### config.mk
export PLATFORM = sky130hd
export DESIGN_NAME = key_debounce
export DESIGN_NICKNAME = d
export VERILOG_FILES = /design/src/rtl/key_debounce.sv
export SDC_FILE = /design/constraint.sdc
export NUM_CORES = 1
export LEC_CHECK = 0
export CAP_MARGIN = 30
export CELL_PAD_IN_SITES_DETAIL_PLACEMENT = 0
export CELL_PAD_IN_SITES_GLOBAL_PLACEMENT = 2
export CORE_ASPECT_RATIO = 1.4
export CORE_UTILIZATION = 35
export DETAILED_ROUTE_END_ITERATION = 7
export PLACE_DENSITY = 0.71
export SYNTH_ARGS = -nofsm -noshare
export SYNTH_HDL_FRONTEND = slang
export SYNTH_SLANG_ARGS = --single-unit
### constraint.sdc
create_clock -name clk -period 2.6 [get_ports clk]
set_clock_uncertainty 0.05 [all_clocks]
set_input_delay 0.52 -clock clk [delete_from_list [all_inputs] [get_ports clk]]
set_output_delay 0.52 -clock clk [all_outputs]
set_load 0.01 [all_outputs]
### src/rtl/key_debounce.sv
// key_debounce: synchronized, debounced push-button with press/release/long-press pulses
module key_debounce #(
  parameter int DEBOUNCE_CYCLES = 500000,
  parameter int LONG_CYCLES     = 25000000
) (
  input  logic clk,
  input  logic rst_n,
  input  logic key_n,
  output logic key_level,
  output logic key_press,
  output logic key_release,
  output logic key_long
);
  localparam int DW = $clog2(DEBOUNCE_CYCLES + 1);
  localparam int HW = $clog2(LONG_CYCLES + 1);
  // The UP/DN cycle that first sees the new level counts as one of the DEBOUNCE_CYCLES,
  // so the debounce state qualifies once its counter has reached DEBOUNCE_CYCLES-2.
  localparam logic [DW-1:0] DEB_LAST = DW'(DEBOUNCE_CYCLES - 2);
  localparam logic [HW-1:0] HOLD_MAX = HW'(LONG_CYCLES);
  localparam logic [HW-1:0] HOLD_PRE = HW'(LONG_CYCLES - 2);

  typedef enum logic [1:0] {UP, DEB_DN, DN, DEB_UP} state_t;

  state_t        state_q, state_d;
  logic          sync_q, key_s_q;
  logic [DW-1:0] deb_q, deb_d;
  logic [HW-1:0] hold_q, hold_d;
  logic          level_q, level_d;
  logic          press_q, press_d;
  logic          release_q, release_d;
  logic          long_q, long_d;

  // Two-flop synchronizer; idles at 1 (key released).
  always_ff @(posedge clk or negedge rst_n) begin
    if (!rst_n) begin
      sync_q  <= 1'b1;
      key_s_q <= 1'b1;
    end else begin
      sync_q  <= key_n;
      key_s_q <= sync_q;
    end
  end

  // State, counters and registered outputs.
  always_ff @(posedge clk or negedge rst_n) begin
    if (!rst_n) begin
      state_q   <= UP;
      deb_q     <= '0;
      hold_q    <= '0;
      level_q   <= 1'b0;
      press_q   <= 1'b0;
      release_q <= 1'b0;
      long_q    <= 1'b0;
    end else begin
      state_q   <= state_d;
      deb_q     <= deb_d;
      hold_q    <= hold_d;
      level_q   <= level_d;
      press_q   <= press_d;
      release_q <= release_d;
      long_q    <= long_d;
    end
  end

  // Next state: debounce qualification, hold counting and pulse generation.
  always_comb begin
    state_d   = state_q;
    deb_d     = deb_q;
    hold_d    = hold_q;
    level_d   = level_q;
    press_d   = 1'b0;
    release_d = 1'b0;
    long_d    = 1'b0;
    case (state_q)
      UP: begin
        if (!key_s_q) begin
          state_d = DEB_DN;
          deb_d   = '0;
        end
      end
      DEB_DN: begin
        if (key_s_q) begin
          state_d = UP;
        end else if (deb_q == DEB_LAST) begin
          state_d = DN;
          level_d = 1'b1;
          press_d = 1'b1;
          hold_d  = '0;
        end else begin
          deb_d = deb_q + DW'(1);
        end
      end
      DN: begin
        if (key_s_q) begin
          state_d = DEB_UP;
          deb_d   = '0;
        end
        hold_d = (hold_q == HOLD_MAX) ? hold_q : hold_q + HW'(1);
        long_d = (hold_q == HOLD_PRE);
      end
      DEB_UP: begin
        if (!key_s_q) begin
          state_d = DN;
        end else if (deb_q == DEB_LAST) begin
          state_d   = UP;
          level_d   = 1'b0;
          release_d = 1'b1;
        end else begin
          deb_d = deb_q + DW'(1);
        end
        hold_d = (hold_q == HOLD_MAX) ? hold_q : hold_q + HW'(1);
        // A release that qualifies first wins; the long press never fires for it.
        long_d = (hold_q == HOLD_PRE) && (state_d != UP);
      end
      default: state_d = UP;
    endcase
  end

  assign key_level   = level_q;
  assign key_press   = press_q;
  assign key_release = release_q;
  assign key_long    = long_q;
endmodule

== After elaboration in Yosys (flattened, before gate mapping) ==
Cells that the tools add are included.

* $add $sub $neg: 2
* Equality and inequality tests: 14
* Mux-type cells: 29
* Reduce and logical (&&, ||, !) cells: 10

{| class="wikitable"
|+ Operator list
! operator !! number
|-
| 2-to-1 mux 19 bit || 5
|-
| one-hot mux 19 bit (4 select lines) || 1
|-
| 2-to-1 mux 25 bit || 3
|-
| equality test 25 bit (second input constant) || 2
|-
| one-hot mux 25 bit (2 select lines) || 1
|-
| adder 25 x 1 -> 25 bit (second input constant) || 1
|-
| adder 19 x 1 -> 19 bit (second input constant) || 1
|-
| equality test 19 bit (second input constant) || 1
|-
| 2-to-1 mux 2 bit || 7
|-
| != test 2 bit (second input constant) || 7
|-
| 2-to-1 mux 1 bit || 9
|-
| one-hot mux 2 bit (4 select lines) || 1
|-
| AND reduction 4 bit || 2
|-
| nonzero test 2 bit || 3
|-
| AND reduction 5 bit || 1
|-
| equality test 2 bit (second input constant) || 2
|-
| one-hot mux 1 bit (2 select lines) || 2
|-
| != test 3 bit (second input constant) || 1
|-
| AND reduction 3 bit || 1
|-
| equality test 2 x 1 -> 1 bit (second input constant) || 1
|-
| zero test 2 bit || 1
|-
| OR reduction 2 bit || 1
|-
| logical AND 1 bit || 1
|}

* Flip-flop bits (word level): 52
* Input port bits: 3
* Output and inout port bits: 4
* Word-level logic and storage cells: 64

== Longest topological paths before layout ==
Gate-level depths: netlist of run 1.

* Depth after elaboration: 7
* Mapped depth: 9
* Depth with buffers taken out: 7

== Least setup slack after synthesis of run 1 ==
No wires, ideal clock.

* Path type: reg2reg
* Start point: register key_s_q
* End point: register hold_q[9]
* Setup time: 0.096 ns
* Data arrival time: 1.889 ns
* Data required time: 2.454 ns
* Setup slack: 0.566 ns
* Cell stages (with the launch flop): 9
* Buffers on the path: 3
* Cells stage by stage: dfstp_2 > clkbuf_1 > nand2b_1 > nor3_2 > a21oi_2 > buf_2 > clkbuf_1 > o211ai_1 > o31ai_1

* Cells in the longest elaborated chain, start to end: 2

{| class="wikitable"
|+ Ends and longest elaborated chain
! what !! line !! RTL
|-
| from (decl) || 25 || <nowiki>logic sync_q, key_s_q;</nowiki>
|-
| from (signal assigned) || 40 || <nowiki>key_s_q <= sync_q;</nowiki>
|-
| != test 2 bit (no source line) || -- ||
|-
| AND reduction 4 bit (no source line) || -- ||
|-
| to (signal assigned) || 57 || <nowiki>hold_q <= hold_d;</nowiki>
|-
| to (decl) || 27 || <nowiki>logic [HW-1:0] hold_q, hold_d;</nowiki>
|}

No other way between the ends.
A chain may end at the register's enable or synchronous reset.

== Worst setup path in the final report of run 1 ==
* Start point: register deb_q[5]
* End point: register hold_q[23]

* Cells in the longest elaborated chain, start to end: 3

{| class="wikitable"
|+ Ends and longest elaborated chain
! what !! line !! RTL
|-
| from (decl) || 26 || <nowiki>logic [DW-1:0] deb_q, deb_d;</nowiki>
|-
| from (signal assigned) || 48 || <nowiki>deb_q <= '0;</nowiki>
|-
| from (signal assigned) || 56 || <nowiki>deb_q <= deb_d;</nowiki>
|-
| equality test 19 bit || 84 || <nowiki>end else if (deb_q == DEB_LAST) begin</nowiki>
|-
| != test 2 bit (no source line) || -- ||
|-
| AND reduction 4 bit (no source line) || -- ||
|}

No other way between the ends.

==> results of run 1 <==
==> routing by layer <==
layer / share of wire, % / global-route usage [%] / vias up
li1: - / - / 1284
met5: 0 / 0 / -
met4: 1.9 / 7.64 / 0
met2: 52 / 33.6 / 25
met3: 1.8 / 3.29 / 9
met1: 45 / 25.7 / 1246
==> cell usage in the layout, fill, tap and decap left out, types with 3 or more instances in the layout <==
cell type	synthesis	final
sky130_fd_sc_hd__o31ai_1	11	11
sky130_fd_sc_hd__nor4b_1	3	3
sky130_fd_sc_hd__clkbuf_16	0	5
sky130_fd_sc_hd__nor4_1	10	9
sky130_fd_sc_hd__nand4_1	15	15
sky130_fd_sc_hd__o21ai_0	30	30
sky130_fd_sc_hd__xnor2_1	7	7
sky130_fd_sc_hd__and4_1	6	6
sky130_fd_sc_hd__or3_1	13	13
sky130_fd_sc_hd__nor2_1	19	19
sky130_fd_sc_hd__mux2i_1	5	5
sky130_fd_sc_hd__o211ai_1	6	6
sky130_fd_sc_hd__inv_1	9	9
sky130_fd_sc_hd__dfrtp_1	50	50
sky130_fd_sc_hd__a21oi_1	21	21
sky130_fd_sc_hd__clkdlybuf4s50_1	0	5
sky130_fd_sc_hd__nand2_1	26	26
sky130_fd_sc_hd__a31oi_1	3	3
sky130_fd_sc_hd__and3_1	10	10
sky130_fd_sc_hd__nor3_1	8	8
sky130_fd_sc_hd__nand3_1	19	19
sky130_fd_sc_hd__or4_1	6	6
sky130_fd_sc_hd__ha_1	5	5
sky130_fd_sc_hd__buf_4	0	19
==> worst max-delay path: cells and delay by family, from the launching register on <==
| kind | cells | cell delay (ps) |
|---|---|---|
| AO/OA/AOI/OAI | 2 | 300 |
| flip-flops | 1 | 470 |
| AND/OR/NAND/NOR | 3 | 1320 |
==> power groups by stage <==
stage	Sequential [uW]	Clock, uW	Combinational (uW)
after floorplan	854	0	42.7
after global placement	858	0	91.7
final	843	811	89.6
after global routing	845	865	104
after CTS	842	840	92.8
after detailed placement	858	0	92.8
==> state kept, by name, indices dropped and copies added, names as in the netlist <==
name / flops
key_long: 1
deb_q: 19
key_press: 1
key_level: 1
hold_q: 25
key_release: 1
sync_q: 1
key_s_q: 1
state_q: 2
==> kinds of logic (layout without fill, tap and decap cells) <==
logic type                 after synthesis  in the layout
AOI/OAI and AO/OA                       84             84
xor gates and xnor gates                 8              8
adders and majority gates                5              5
buffers and inverters                   26             44
DFF                                     52             52
muxes                                    5              5
and+or+nand+nor                        147            147
==> worst max-delay path by stage <==
stage               slack [ps]    endpoint     start
global route               240  hold_q[20]  deb_q[0]
detailed placement         400  hold_q[23]  deb_q[9]
floorplan                  570   hold_q[9]   key_s_q
finish                     380  hold_q[23]  deb_q[5]
global placement           440  hold_q[23]  deb_q[9]
CTS                        390  hold_q[14]  deb_q[0]
==> final cells by class <==
type                    count  area, sq um  area share [%]
repair buffers             26          218            6.36
inverters                  10         37.5            1.10
flip-flops and latches     52         1300            38.1
clock buffers               7          153            4.46
clock inverters             1         30.0           0.877
multi-input cells         249         1560            45.4
well taps                 102          128            3.73
==> stage by stage <==
| stage | cells | util [%] | worst slack, ps | total power [uW] | instance area [sq um] |
|---|---|---|---|---|---|
| after detailed placement | 439 | 39.5 | 397 | 951 | 3240 |
| after global routing | 447 | 41.8 | 239 | 1810 | 3420 |
| after global placement | 439 | 39.5 | 437 | 949 | 3240 |
| after floorplan | 327 | - | 566 | 897 | 2960 |
| after CTS | 447 | 41.8 | 390 | 1770 | 3420 |
| final | 447 | 41.8 | 379 | 1740 | 3420 |
==> impl_metrics.tcl, run 1 <==
set metrics [dict create \
    dp_hpwl_microns 5670 \
    slowest_stage "sky130_fd_sc_hd__or4_1" \
    final-hold-violation-count 0 \
    intPower_uw 1360 \
    fin_worst_hold_slack_ps 179 \
    postSynthNetCount 335 \
    clkSlewWorstSetupHoldPaths_ps 70 \
    clock-sinks 52 \
    avgSynthCellArea_sq_um 9.04 \
    ctsResizeCount 0 \
    switching_share_pct 21.7 \
    grt_setup_unrepaired "false" \
    via_per_inst 5.74 \
    worstSetupStartpointType "flip-flop" \
    synthMostInstantiatedCell "sky130_fd_sc_hd__dfrtp_1" \
    worstSetupPathType "flip-flop to flip-flop" \
    effective_utilization_at_floorplan_pct 36.1 \
    synthCells 327 \
    route.final.wire_length_microns 7920 \
    post_synth_main_area_contributors "sky130_fd_sc_hd__dfrtp_1, sky130_fd_sc_hd__o21ai_0, sky130_fd_sc_hd__a21oi_1" \
    ff2ff_setup_slack_ps 380 \
    gpl.final_weighted_congestion 0.773 \
    die_x_microns 79.7 \
    final_period_minus_worst_setup_slack_ps 2220 \
    root_buffer "sky130_fd_sc_hd__clkbuf_16" \
    final_layout_setup_total_negative_slack_ps 0 \
    synth_top_area_share_pct 42.3 \
    first_pass_grt_wire_length_microns 13700 \
    coreArea_sq_um 8200 \
    powerDensity_nw_per_um2 509 \
    synthXorXnorAreaFrac_pct 2.37 \
    outcome "completed" \
    share_clk_of_total_power_pct 46.5 \
    timing.critical_path.required_ps 2770 \
    top_level_ports 7 \
    detail-route-antenna-nets 0 \
    wire_per_inst_microns 17.7 \
    detailedRoute.firstPassIterationCount 4 \
    htree_levels 2 \
    cp_max_stage_delay_ps 540 \
    synth-compound-area-share_pct 17.9 \
    worstSetupEndpointType "flip-flop" \
    timing.final.crit_share_pct 85.4 \
    post_synth_mux_area_share_pct 1.69 \
    final_layout_size_suffix_gt1_share_pct 10.4 \
    cts_hold_buffers 0 \
    yosys_register_bits 52 \
    slew_headroom_pct 59.4 \
    synthesis.yosys.warnings 0 \
    synth-async-reset-ratio_pct 100 \
    synth_enable_flop_cells 0 \
    buffer_ports.inserted 6 \
    synth_area_leader_cell "sky130_fd_sc_hd__dfrtp_1" \
    route.vias.total 2564 \
    worst_skew_pair.late_latency_ps 300 \
    synth_adder_area_share_pct 2.12 \
    logic_depth_of_the_worst_register_to_register_path 5 \
    tritoncts.num_buffers 5 \
    max-clock-path-buffers 2 \
    crit-reg2reg-launch "deb_q[5]" \
    seq_power_share_pct 48.3 \
    pwr-share-comb_pct 5.1 \
    cp_data_arrival_time_ps 2400 \
    ys_seq_area_share_pct 44.1 \
    area.growth.synth_to_final_pct 15.8 \
    vias_in_the_first_global_route 2545 \
    insertedDiodeCount 0 \
    timing.final.max_slew_violations 0 \
    worst_path_maximum_fanout 14 \
    timing.fmax_ghz 0.450 \
    drc 0 \
    post_cts_buffers 0 \
    grt_overflow_total 0 \
    worst-slew-pin-transition_ps 609 \
    pin_count_of_the_biggest_net_entering_global_routing 29 \
    rows 39 \
    power.net_switching_uw 379 \
    die_height_microns 111 \
    peak_supply_drop_v 0.000313 \
    num-nets-final 352 \
    cap_viol_max_count 0 \
    combinational_family_with_the_most_area_after_synthesis "simple AND/OR/NAND/NOR gates" \
    num-fill-cells 817 \
    synth_top_flop_cell "sky130_fd_sc_hd__dfrtp_1" \
    setup_viol 0 \
    fp.dieArea_sq_um 8820 \
    worstPathCellList "nor4b_1 > and3_1 > a21oi_2 > or4_1 > a21oi_1" \
    drt_iter0_drc 136 \
    yosys-top-cells-count "sky130_fd_sc_hd__dfrtp_1, sky130_fd_sc_hd__o21ai_0, sky130_fd_sc_hd__nand2_1" \
    hold_path.class "input pin to async pin" \
    syn_area_sq_um 2960 \
    tritoncts "yes" \
    post_synth_num_cell_types 46 \
    globalRouteTotalUtil_pct 20.2 \
    synthSimpleGateAreaFrac_pct 28.3 \
    critical_path.reg2reg.endpoint "hold_q[23]" \
    antenna_found_initial 0 \
    total_leakage_power_uw 0.00134 \
]
No activity file was read; power rests on OpenSTA's default activity.
==> run 2, diff against run 1 <==
CORE_UTILIZATION = 39   (was 35)
PLACE_DENSITY = 0.78   (was 0.71)
==> impl_metrics.tcl, run 2 (synthesized netlist as in run 1, its figures left out) <==
set metrics [dict create \
    outcome "completed" \
    worstSetupEndpointType "flip-flop" \
    pin_count_of_the_biggest_net_entering_global_routing 28 \
    via_per_inst 5.94 \
    buffer_ports.inserted 6 \
    rows 37 \
    cp_data_arrival_time_ps 2420 \
    tritoncts "yes" \
    insertedDiodeCount 0 \
    globalRouteTotalUtil_pct 21.7 \
    num-fill-cells 718 \
    final_layout_size_suffix_gt1_share_pct 8.26 \
    top_level_ports 7 \
    wire_per_inst_microns 17.4 \
    largest_register_ff_count 25 \
    timing.critical_path.required_ps 2790 \
    cap_viol_max_count 0 \
    fp.dieArea_sq_um 7940 \
    drt_iter0_drc 155 \
    multiInputGateArea_sq_um 1560 \
    top_register "hold_q" \
    route.vias.total 2589 \
    timing.fmax_ghz 0.448 \
    logic_depth_of_the_worst_register_to_register_path 7 \
    worst_path_maximum_fanout 14 \
    htree_levels 2 \
    critical_path.reg2reg.endpoint "hold_q[12]" \
    cts_hold_buffers 0 \
    worst-slew-pin-transition_ps 666 \
    totalPowerFinal_uw 1390 \
    max-clock-path-buffers 2 \
    instances_no_fill 436 \
    hold_path.class "input pin to async pin" \
    crit-reg2reg-launch "deb_q[0]" \
    area.growth.synth_to_final_pct 10.7 \
    final_layout_setup_total_negative_slack_ps 0 \
    die_height_microns 105 \
    ff2ff_setup_slack_ps 370 \
    worst_skew_pair.late_latency_ps 310 \
    effective_utilization_at_floorplan_pct 40.2 \
    place_inst 428 \
    clock-sinks 52 \
    timing.final.crit_share_pct 85.8 \
    detailedRoute.firstPassIterationCount 4 \
    antenna_found_initial 0 \
    worstSetupPathType "flip-flop to flip-flop" \
    worstSetupStartpointType "flip-flop" \
    final-hold-violation-count 0 \
    post_cts_buffers 0 \
    layout.area.seq_sq_um 1300 \
    dp_hpwl_microns 5400 \
    slew_headroom_pct 55.6 \
    final_period_minus_worst_setup_slack_ps 2230 \
    mostFrequentLayoutCell "sky130_fd_sc_hd__dfrtp_1" \
    timing.final.max_slew_violations 0 \
    powerDensity_nw_per_um2 424 \
    die_x_microns 75.6 \
    setup_viol 0 \
    ctsResizeCount 0 \
    drc 0 \
    coreArea_sq_um 7360 \
    clkSlewWorstSetupHoldPaths_ps 110 \
    tritoncts.num_buffers 5 \
    gpl.final_weighted_congestion 0.808 \
    num-nets-final 346 \
    grt_overflow_total 0 \
    highest_count_cells_in_the_layout_ignoring_fill_and_taps "sky130_fd_sc_hd__dfrtp_1, sky130_fd_sc_hd__o21ai_0, sky130_fd_sc_hd__nand2_1, sky130_fd_sc_hd__a21oi_1" \
    grt_setup_unrepaired "false" \
    peak_supply_drop_v 0.000196 \
    route.final.wire_length_microns 7570 \
    root_buffer "sky130_fd_sc_hd__clkbuf_8" \
    vias_in_the_first_global_route 2501 \
    first_pass_grt_wire_length_microns 13000 \
    biggestRegsByFlops "hold_q: 25 flops, deb_q: 19 flops, state_q: 2 flops" \
    total_leakage_power_uw 0.00127 \
    detail-route-antenna-nets 0 \
]
## run 2: cell count changes in the layout (fill, tap and decap cells not counted), sizes merged
cell and delta:
bufinv -1, clkinv +1, buf -6
## run 2: metal layers
metal / track usage (%) / routed length (microns) / vias up
met5: 0 / 0 / -
met3: 2.60 / 199 / 7
met4: 6.61 / 104 / 0
li1: - / - / 1271
met1: 28.3 / 3350 / 1265
met2: 36.7 / 3920 / 46
## run 2: how the worst max path moves through the flow
stage	from	endpoint	slack (ps)	cells after the start
after detailed placement	deb_q[0]	hold_q[14]	400	7
after global routing	deb_q[0]	hold_q[14]	190	7
after floorplan	key_s_q	hold_q[9]	570	8
after CTS	deb_q[0]	hold_q[14]	380	7
final	deb_q[0]	hold_q[12]	370	7
after global placement	deb_q[9]	hold_q[23]	420	5
## run 2: power by group
part / leakage (uW) / switching, uW / total, uW / internal (uW)
combinational: 0.000511 / 52.7 / 77.7 / 25.0
clock: 0.0000422 / 273 / 463 / 190
sequential: 0.000715 / 21.3 / 846 / 824
total: 0.00127 / 347 / 1390 / 1040
## run 2: per-stage QoR
step	area (sq um)	util (%)	hold WS [ps]	worst slack (ps)
2_1_floorplan	2960	-	174	566
3_3_place_gp	3190	43.3	297	418
3_5_place_dp	3190	43.3	297	399
4_1_cts	3270	44.5	179	377
5_1_grt	3270	44.5	222	192
6_report	3270	44.5	170	369
## run 2: layout make-up
class | count | share of cell area (%)
multi-input combinational | 249 | 47.5
tap | 97 | 3.71
inverter | 10 | 1.15
sequential | 52 | 39.8
clock buffer | 7 | 2.33
clock inverter | 1 | 0.153
timing repair buffer | 20 | 5.28
## run 2: critical path: stages, from the launching register on
cell and delay [ps]:
sky130_fd_sc_hd__dfrtp_1 430, sky130_fd_sc_hd__inv_1 110, sky130_fd_sc_hd__ha_1 190, sky130_fd_sc_hd__nor4bb_1 220
sky130_fd_sc_hd__nand2_1 120, sky130_fd_sc_hd__o21a_1 340, sky130_fd_sc_hd__or4_1 540, sky130_fd_sc_hd__a21oi_1 150
==> run 3, diff against run 2 <==
CORE_MARGIN = 3   (was default)
GPL_ROUTABILITY_DRIVEN = 0   (was default)
==> impl_metrics.tcl, run 3 (synthesized netlist as in run 1, its figures left out) <==
set metrics [dict create \
    max-clock-path-buffers 2 \
    timing.fmax_ghz 0.453 \
    num-fill-cells 723 \
    clock-sinks 52 \
    final_design_area_excluding_fillers_sq_um 3290 \
    coreArea_sq_um 7160 \
    largest_register_ff_count 25 \
    worst-slew-pin-transition_ps 543 \
    num-nets-final 351 \
    wire_per_inst_microns 17.8 \
    drt_iter0_drc 140 \
    powerDensity_nw_per_um2 420 \
    ff2ff_setup_slack_ps 390 \
    globalRouteTotalUtil_pct 19.7 \
    cap_viol_max_count 0 \
    critical_path.reg2reg.endpoint "hold_q[13]" \
    post_cts_buffers 0 \
    pin_count_of_the_biggest_net_entering_global_routing 22 \
    outcome "completed" \
    worstSetupPathType "flip-flop to flip-flop" \
    detailedRoute.firstPassIterationCount 4 \
    top_level_ports 7 \
    die_x_microns 79.6 \
    final_period_minus_worst_setup_slack_ps 2210 \
    total_leakage_power_uw 0.00129 \
    timing.final.crit_share_pct 84.9 \
    grt_setup_unrepaired "false" \
    placement_setup_slack_ps 404 \
    peak_supply_drop_v 0.000209 \
    setup_viol 0 \
    dp_hpwl_microns 5640 \
    final_layout_size_suffix_gt1_share_pct 9.59 \
    cts_hold_buffers 0 \
    fp.dieArea_sq_um 8680 \
    ctsResizeCount 0 \
    worstSetupStartpoint "deb_q[7]" \
    worst_skew_pair.late_latency_ps 300 \
    insertedDiodeCount 0 \
    tritoncts "yes" \
    worstSetupEndpointType "flip-flop" \
    root_buffer "sky130_fd_sc_hd__clkbuf_8" \
    via_per_inst 5.90 \
    buffer_ports.inserted 6 \
    final-hold-violation-count 0 \
    die_height_microns 109 \
    htree_levels 2 \
    timing.final.max_slew_violations 0 \
    antenna_found_initial 0 \
    hold_path.class "input pin to async pin" \
    effective_utilization_at_floorplan_pct 41.3 \
    worst_path_maximum_fanout 14 \
    highest_count_cells_in_the_layout_ignoring_fill_and_taps "sky130_fd_sc_hd__dfrtp_1, sky130_fd_sc_hd__o21ai_0, sky130_fd_sc_hd__nand2_1, sky130_fd_sc_hd__a21oi_1" \
    worstSetupStartpointType "flip-flop" \
    clkSlewWorstSetupHoldPaths_ps 100 \
    top_register "hold_q" \
    slew_headroom_pct 63.5 \
    fin_worst_hold_slack_ps 132 \
    detail-route-antenna-nets 0 \
    logic_depth_of_the_worst_register_to_register_path 5 \
    biggestRegsByFlops "hold_q: 25 flops, deb_q: 19 flops, state_q: 2 flops" \
    tritoncts.num_buffers 5 \
    placed_area_sq_um 3210 \
    drc 0 \
    route.vias.total 2592 \
    grt_overflow_total 0 \
    timing.critical_path.required_ps 2790 \
    first_pass_grt_wire_length_microns 13200 \
    final_layout_setup_total_negative_slack_ps 0 \
    cp_data_arrival_time_ps 2390 \
    mostFrequentLayoutCell "sky130_fd_sc_hd__dfrtp_1" \
    crit-reg2reg-launch "deb_q[7]" \
    rows 36 \
    area.growth.synth_to_final_pct 11.4 \
    route.final.wire_length_microns 7820 \
    worst_slack_ps 392 \
    vias_in_the_first_global_route 2487 \
]
run 3: cell types whose count changed in the layout (fill, tap and decap cells not counted), sizes merged:
cell	before	now
buf	15	20
run 3: layout make-up:
type / instances / area, sq um / share of cell area (%)
Tap cell: 95 / 119 / 3.61
Inverter: 10 / 37.5 / 1.14
Clock buffer: 7 / 76.3 / 2.32
Multi-Input combinational cell: 249 / 1560 / 47.2
Timing Repair Buffer: 25 / 198 / 6.00
Clock inverter: 1 / 5.00 / 0.152
Sequential cell: 52 / 1300 / 39.6
run 3: worst max-delay path, stage by stage (launching register included):
cell and delay, ps:
sky130_fd_sc_hd__dfrtp_1 450, sky130_fd_sc_hd__or4b_1 560, sky130_fd_sc_hd__nor3_2 220, sky130_fd_sc_hd__a21oi_2 180, sky130_fd_sc_hd__or4_1 530, sky130_fd_sc_hd__a21oi_1 150
run 3: power by group:
part	switching (uW)	internal, uW	total [uW]
Sequential	19.6	824	844
Clock	268	190	458
Combinational	54.2	26.6	80.8
Total	341	1040	1380
run 3: routing by layer:
| layer | vias up | wire length [microns] | share of wire (%) | global-route usage [%] |
|---|---|---|---|---|
| met2 | 38 | 4110 | 53 | 35.7 |
| met5 | - | 0 | 0 | 0 |
| met4 | 0 | 45 | 0.58 | 5.28 |
| li1 | 1279 | - | - | - |
| met3 | 4 | 210 | 2.7 | 3.22 |
| met1 | 1271 | 3460 | 44 | 23.8 |
run 3: how the worst max path moves through the flow:
stage | end | slack [ps] | cells past startpoint
2_1_floorplan | hold_q[9] | 570 | 8
3_3_place_gp | hold_q[23] | 430 | 5
3_5_place_dp | hold_q[23] | 400 | 5
4_1_cts | hold_q[23] | 390 | 5
5_1_grt | hold_q[12] | 180 | 7
6_report | hold_q[13] | 390 | 5
run 3: through the flow:
step           power, uW  util (%)  cells
2_1_floorplan        897         -    327
3_3_place_gp         942      44.9    431
3_5_place_dp         943      44.9    431
4_1_cts             1400      46.0    439
5_1_grt             1460      46.0    439
6_report            1380      46.0    439
